===== src/rtl/nbbpu_ram_pkg.sv =====
// Shared definitions for the NBBPU data-RAM arbiter: default widths, RAM
// depth, requester IDs and the transaction state encoding.
package nbbpu_ram_pkg;

    localparam int DEFAULT_DATA_WIDTH = 16;
    localparam int DEFAULT_ADDR_WIDTH = 16;
    localparam int DEFAULT_RAM_DEPTH  = 256;

    // Requester identifiers (bit position in the per-requester vectors)
    localparam logic REQ_CPU    = 1'b0;
    localparam logic REQ_LOADER = 1'b1;

    // ISSUE happens in IDLE (request accepted, RAM driven); RESPOND returns data
    typedef enum logic {
        IDLE    = 1'b0,
        RESPOND = 1'b1
    } state_t;

endpackage


===== src/rtl/rr_arbiter_2.sv =====
// Two-requester grant logic. Without RAM_ARB_FIXED_PRIORITY_EN a tie goes to
// the requester that did not win last time; with RAM_ARB_FIXED_PRIORITY_EN
// defined, requester 0 always wins a tie and last_grant is ignored.
module rr_arbiter_2
    import nbbpu_ram_pkg::*;
(
    input  logic [1:0] valid,
    input  logic       last_grant,
    output logic [1:0] grant
);

`ifdef RAM_ARB_FIXED_PRIORITY_EN
    // last_grant is still tracked by the parent but plays no part here
    logic unused_last_grant;
    assign unused_last_grant = last_grant;
`endif

    // One-hot grant: a lone requester always wins, ties are resolved below
    always_comb begin
        grant = 2'b00;
        case (valid)
            2'b01: grant = 2'b01;
            2'b10: grant = 2'b10;
            2'b11: begin
`ifdef RAM_ARB_FIXED_PRIORITY_EN
                grant = 2'b01;
`else
                grant = (last_grant == REQ_LOADER) ? 2'b01 : 2'b10;
`endif
            end
            default: grant = 2'b00;
        endcase
    end

endmodule


===== src/rtl/ram_arbiter.sv =====
// Shares the single-port NBBPU data RAM (registered 1-cycle read) between the
// CPU load/store path (requester 0) and the debug/boot loader (requester 1).
// Every access is a 2-cycle transaction: the request is accepted and the RAM
// driven in IDLE, the response is returned in RESPOND.
// Handshake: a requester holds req_valid/req_write/req_address/
// req_write_data stable until it sees req_ready (a one-cycle pulse, only ever
// with its own req_valid high); dropping req_valid earlier withdraws the
// request. rsp_valid pulses one-hot exactly one cycle after req_ready.
// Build option: RAM_ARB_FIXED_PRIORITY_EN (requester 0 always wins ties).
module ram_arbiter
    import nbbpu_ram_pkg::*;
#(
    parameter int DATA_WIDTH = DEFAULT_DATA_WIDTH,
    parameter int ADDR_WIDTH = DEFAULT_ADDR_WIDTH,
    parameter int RAM_DEPTH  = DEFAULT_RAM_DEPTH
) (
    input  logic                      clock,
    input  logic                      reset,
    input  logic [1:0]                req_valid,
    input  logic [1:0]                req_write,
    input  logic [2*ADDR_WIDTH-1:0]   req_address,
    input  logic [2*DATA_WIDTH-1:0]   req_write_data,
    output logic [1:0]                req_ready,
    output logic [1:0]                rsp_valid,
    output logic [DATA_WIDTH-1:0]     rsp_data,
    output logic                      rsp_error,
    output logic                      ram_select,
    output logic                      ram_read_enable,
    output logic                      ram_write_enable,
    output logic [ADDR_WIDTH-1:0]     ram_address,
    output logic [DATA_WIDTH-1:0]     ram_write_data,
    input  logic [DATA_WIDTH-1:0]     ram_read_data,
    output state_t                    debug_state
);

    // One extra bit so a RAM_DEPTH equal to 2**ADDR_WIDTH still compares correctly
    localparam logic [ADDR_WIDTH:0] DEPTH_LIMIT = (ADDR_WIDTH + 1)'(RAM_DEPTH);

    state_t state;
    state_t state_next;

    logic   last_grant;
    logic   owner;
    logic   was_read;
    logic   err;

    logic [1:0]            grant;
    logic                  any_grant;
    logic                  winner;
    logic                  win_write;
    logic [ADDR_WIDTH-1:0] win_address;
    logic [DATA_WIDTH-1:0] win_write_data;
    logic                  win_in_range;

    rr_arbiter_2 u_arbiter (
        .valid      (req_valid),
        .last_grant (last_grant),
        .grant      (grant)
    );

    assign any_grant      = |grant;
    assign winner         = grant[1];
    assign win_write      = winner ? req_write[1] : req_write[0];
    assign win_address    = winner ? req_address[ADDR_WIDTH +: ADDR_WIDTH]
                                   : req_address[0 +: ADDR_WIDTH];
    assign win_write_data = winner ? req_write_data[DATA_WIDTH +: DATA_WIDTH]
                                   : req_write_data[0 +: DATA_WIDTH];
    assign win_in_range   = ({1'b0, win_address} < DEPTH_LIMIT);

    assign debug_state = state;

    // Transaction state plus the facts about the accepted request needed to respond
    always_ff @(posedge clock) begin
        if (!reset) begin
            state      <= IDLE;
            last_grant <= REQ_LOADER;
            owner      <= REQ_CPU;
            was_read   <= 1'b0;
            err        <= 1'b0;
        end else begin
            state <= state_next;
            if (state == IDLE && any_grant) begin
                owner      <= winner;
                was_read   <= ~win_write;
                err        <= ~win_in_range;
                last_grant <= winner;
            end
        end
    end

    // Next state, handshake pulses, response and RAM pin drive
    always_comb begin
        state_next       = state;
        req_ready        = 2'b00;
        rsp_valid        = 2'b00;
        rsp_data         = '0;
        rsp_error        = 1'b0;
        ram_select       = 1'b0;
        ram_read_enable  = 1'b0;
        ram_write_enable = 1'b0;
        ram_address      = '0;
        ram_write_data   = '0;
        case (state)
            IDLE: begin
                if (any_grant) begin
                    req_ready        = grant;
                    ram_address      = win_address;
                    ram_write_data   = win_write_data;
                    ram_read_enable  = ~win_write;
                    ram_write_enable = win_write;
                    // Out-of-range requests never touch the RAM
                    ram_select       = win_in_range;
                    state_next       = RESPOND;
                end
            end
            RESPOND: begin
                rsp_valid  = owner ? 2'b10 : 2'b01;
                rsp_data   = (was_read && !err) ? ram_read_data : '0;
                rsp_error  = err;
                state_next = IDLE;
            end
            default: state_next = IDLE;
        endcase
    end

endmodule


===== config.mk =====
export PLATFORM = sky130hd
export DESIGN_NAME = ram_arbiter
export DESIGN_NICKNAME = d
export VERILOG_FILES = /design/src/rtl/nbbpu_ram_pkg.sv /design/src/rtl/rr_arbiter_2.sv /design/src/rtl/ram_arbiter.sv
export SDC_FILE = /design/constraint.sdc
export NUM_CORES = 1
export LEC_CHECK = 0
export ABC_AREA = 1
export CAP_MARGIN = 25
export CORE_MARGIN = 10
export CORE_UTILIZATION = 24
export DETAILED_ROUTE_END_ITERATION = 16
export PLACE_DENSITY = 0.86
export REMOVE_ABC_BUFFERS = 1
export SYNTH_ARGS = -nofsm -noshare
export SYNTH_HDL_FRONTEND = slang
export SYNTH_SLANG_ARGS = --single-unit

===== constraint.sdc =====
create_clock -name clock -period 1.8 [get_ports clock]
set_input_delay 0.54 -clock clock [delete_from_list [all_inputs] [get_ports clock]]
set_output_delay 0.54 -clock clock [all_outputs]
set_load 0.02 [all_outputs]

==> results.py <==
metrics = {
    "synth": {
        "synth_edf_count": 0,
        "syn_area_per_cell_um2": 5.58,
        "yosysTopAreaCell": "nand2_1",
        "synth.distinct_cells": 23,
        "netlist_top_cells_count": "nand2_1 (52), inv_1 (35), nor2_1 (30)",
        "synth_top_area_frac": 0.172,
        "syn_area_um2": 1130,
        "synthFlopType": "dfxtp_1",
        "yosys_warnings": 0,
        "synthCells": 203,
        "synth_area_leaders": "nand2_1 (17%), a21oi_2 (15%), inv_1 (12%)",
        "async_flop_share": 0,
        "synth.most_common_cell": "nand2_1",
        "synth-seq-area-share": 0.0883,
        "synth_seq_cells": 5,
    },
    "sta": {
        "setup_violations": 36,
        "worst_pin_slew_ps": 237,
        "finalSetupTns_ps": -8240,
        "rsz0062_at_grt": "true",
        "relSlewSlack": 0.841,
        "period_needed_ps": 2080,
        "max_freq_ghz": 0.481,
        "hold-worst-slack_ps": 505,
        "timing.final.ws_setup_ps": -277,
        "finalCritPeriodShare": 1.15,
        "skew_ps": 3.28,
        "slew_violations": 0,
        "hold_viol_final": 0,
    },
    "power_and_ir_drop": {
        "peakVddDrop_mv": 0.214,
        "p_leak_nw": 1.82,
        "powerDensity_nw_per_um2": 424,
    },
    "floorplan": {
        "core_region_area_um2": 4470,
        "die_area_um2": 7870,
        "initial_core_util": 0.253,
        "die_h_um": 88.7,
        "placementRows": 24,
        "floorplan.die.width_um": 88.7,
        "pin_count": 143,
    },
    "run_status": {
        "status": "finished with violations",
        "failed_checks": "setup timing",
    },
    "drt": {
        "drc": 0,
        "vias_per_cell": 4.65,
        "wl_um": 8040,
        "drtIter0Drc": 71,
        "detail_route.wl_per_cell_um": 18.2,
        "antenna_left": 0,
        "vias": 2051,
        "first_pass_iters": 4,
    },
    "clock_tree": {
        "clk_latency_ps": 230,
        "clk_transition_reported_paths_ps": 40,
        "ctsHoldBuffers": 0,
        "cts.sinks": 5,
        "cts_buffers": 3,
        "cts_tree": "done",
        "cts.path.max_buffers": 2,
        "htree_levels": 1,
        "cts_root_buffer": "clkbuf_8",
    },
    "critical_path": {
        "reg2reg_slack_ps": 360,
        "rr_worst_depth": 11,
        "critPathSlowestCell": "o21ai_4",
        "reg2reg_from": "last_grant",
        "worstPathRequired_ps": 1260,
        "critPathMaxFanout": 7,
        "critPathKind": "in -> out",
        "cp.arrival_ps": 1540,
        "crit_chain": "buf_12 -> nand2_8 -> nand2_8 -> buf_8 -> buf_6 -> o21ai_4 -> nor2_2 -> nand3_2 -> inv_2 -> buf_6",
        "endpoint_kind": "primary output",
        "critPathMaxStageDelay_ps": 160,
        "worst_r2r_endpoint": "err",
        "cp-start-kind": "input pin",
    },
    "worst_hold_path": {
        "hold_depth": 2,
        "hp-class": "reg -> reg",
        "hp-start": "owner",
        "hold_end": "owner",
    },
    "grt": {
        "grt_usage": 0.167,
        "grt_overflow": 0,
        "grt_max_degree": 17,
        "grt_pass1_wl_um": 10300,
        "grt_pass1_vias": 2110,
        "antenna_found_initial": 0,
    },
    "placed_design": {
        "hpwl_um": 5190,
        "port_buffers": 142,
        "place_congestion": 0.832,
    },
    "final_layout": {
        "fillers": 308,
        "syn_to_final_growth_pct": 206,
        "postLayoutCoreUtil": 0.775,
        "diodes": 0,
        "drive_above_1_share": 0.491,
        "nets": 476,
    },
    "job": {
        "max_cap_violations": 0,
    },
}
==> sequential cells by signal, summed over array words and instances, names as in the netlist <==
signal / count
debug_state: 1
err: 1
last_grant: 1
was_read: 1
owner: 1
==> final cells by class <==
type	instances	area, µm²	share of cell area
Tap cell	52	65.1	0.0188
Clock buffer	4	45.0	0.0130
Sequential cell	5	104	0.0300
Multi-Input combinational cell	148	998	0.288
Inverter	39	159	0.0458
Timing Repair Buffer	193	2100	0.604
==> per-layer routing <==
metal	global-route usage	share of wire	vias to the layer above
met4	0.0426	0.0096	0
met5	0	0	-
li1	-	-	976
met2	0.295	0.52	119
met1	0.152	0.32	948
met3	0.119	0.16	8
==> per-stage QoR <==
stage          power (mW)  std cells  setup WS, ps  area, µm²
2_1_floorplan       0.471        192          -843       1040
3_3_place_gp        0.968        409         -1200       2760
3_5_place_dp        0.982        409         -1230       2760
4_1_cts              1.37        434          -263       3190
5_1_grt              1.54        441          -363       3470
6_report             1.47        441          -277       3470
==> logic make-up after synthesis <==
kind of cell / count (synthesis) / synth area share
and+or+nand+nor: 115 / 0.479
AOI/OAI and AO/OA: 33 / 0.221
DFF: 5 / 0.0883
buffers and inverters: 50 / 0.212
==> how the worst max path moves through the flow <==
stage	end	start	slack, ps	cells past startpoint
floorplan	ram_select	req_valid[0]	-840	4
global placement	ram_select	req_valid[0]	-1200	10
detailed placement	ram_select	req_valid[0]	-1230	10
CTS	ram_select	req_address[30]	-260	7
global route	ram_select	req_valid[0]	-360	11
finish	ram_select	req_valid[0]	-280	10
==> critical path, delay by kind of cell <==
| family | cells | cell delay (ps) |
|---|---|---|
| compound gates | 1 | 160 |
| buf+inv | 5 | 540 |
| simple gates | 4 | 300 |
==> layout by cell type (no fill, tap or decap) <==
cell type / instances
a21oi_1: 5
a21oi_2: 17
a21oi_4: 6
buf_12: 9
buf_16: 4
buf_2: 1
buf_4: 47
buf_6: 38
buf_8: 2
clkbuf_1: 1
clkbuf_16: 5
clkbuf_2: 1
clkbuf_8: 3
clkdlybuf4s50_1: 52
clkinv_8: 1
dfxtp_1: 4
dfxtp_4: 1
dlygate4sd2_1: 23
dlymetal6s2s_1: 11
inv_1: 33
inv_2: 5
nand2_1: 35
nand2_2: 28
nand2_4: 10
nand2_8: 2
nand3_1: 3
nand3_2: 1
nand3b_1: 4
nor2_1: 25
nor2_2: 4
nor2_4: 3
o211ai_1: 1
o21a_4: 1
o21ai_0: 1
o21ai_4: 2
==> power breakdown <==
part | switching, mW | total [mW] | internal, mW
registers | 0.00957 | 0.131 | 0.122
clock network | 0.0602 | 0.213 | 0.152
logic | 0.514 | 1.13 | 0.614
total | 0.583 | 1.47 | 0.888
==> repair_timing <==
action,4_1_cts,5_1_grt
buffers inserted,16,3
hold endpoints to repair,0,0
pin swaps,41,25
cloned,5,5
endpoints found under the setup margin,59,46
resized for setup,372,52
Note: power is estimated with default switching activity, not from simulation.
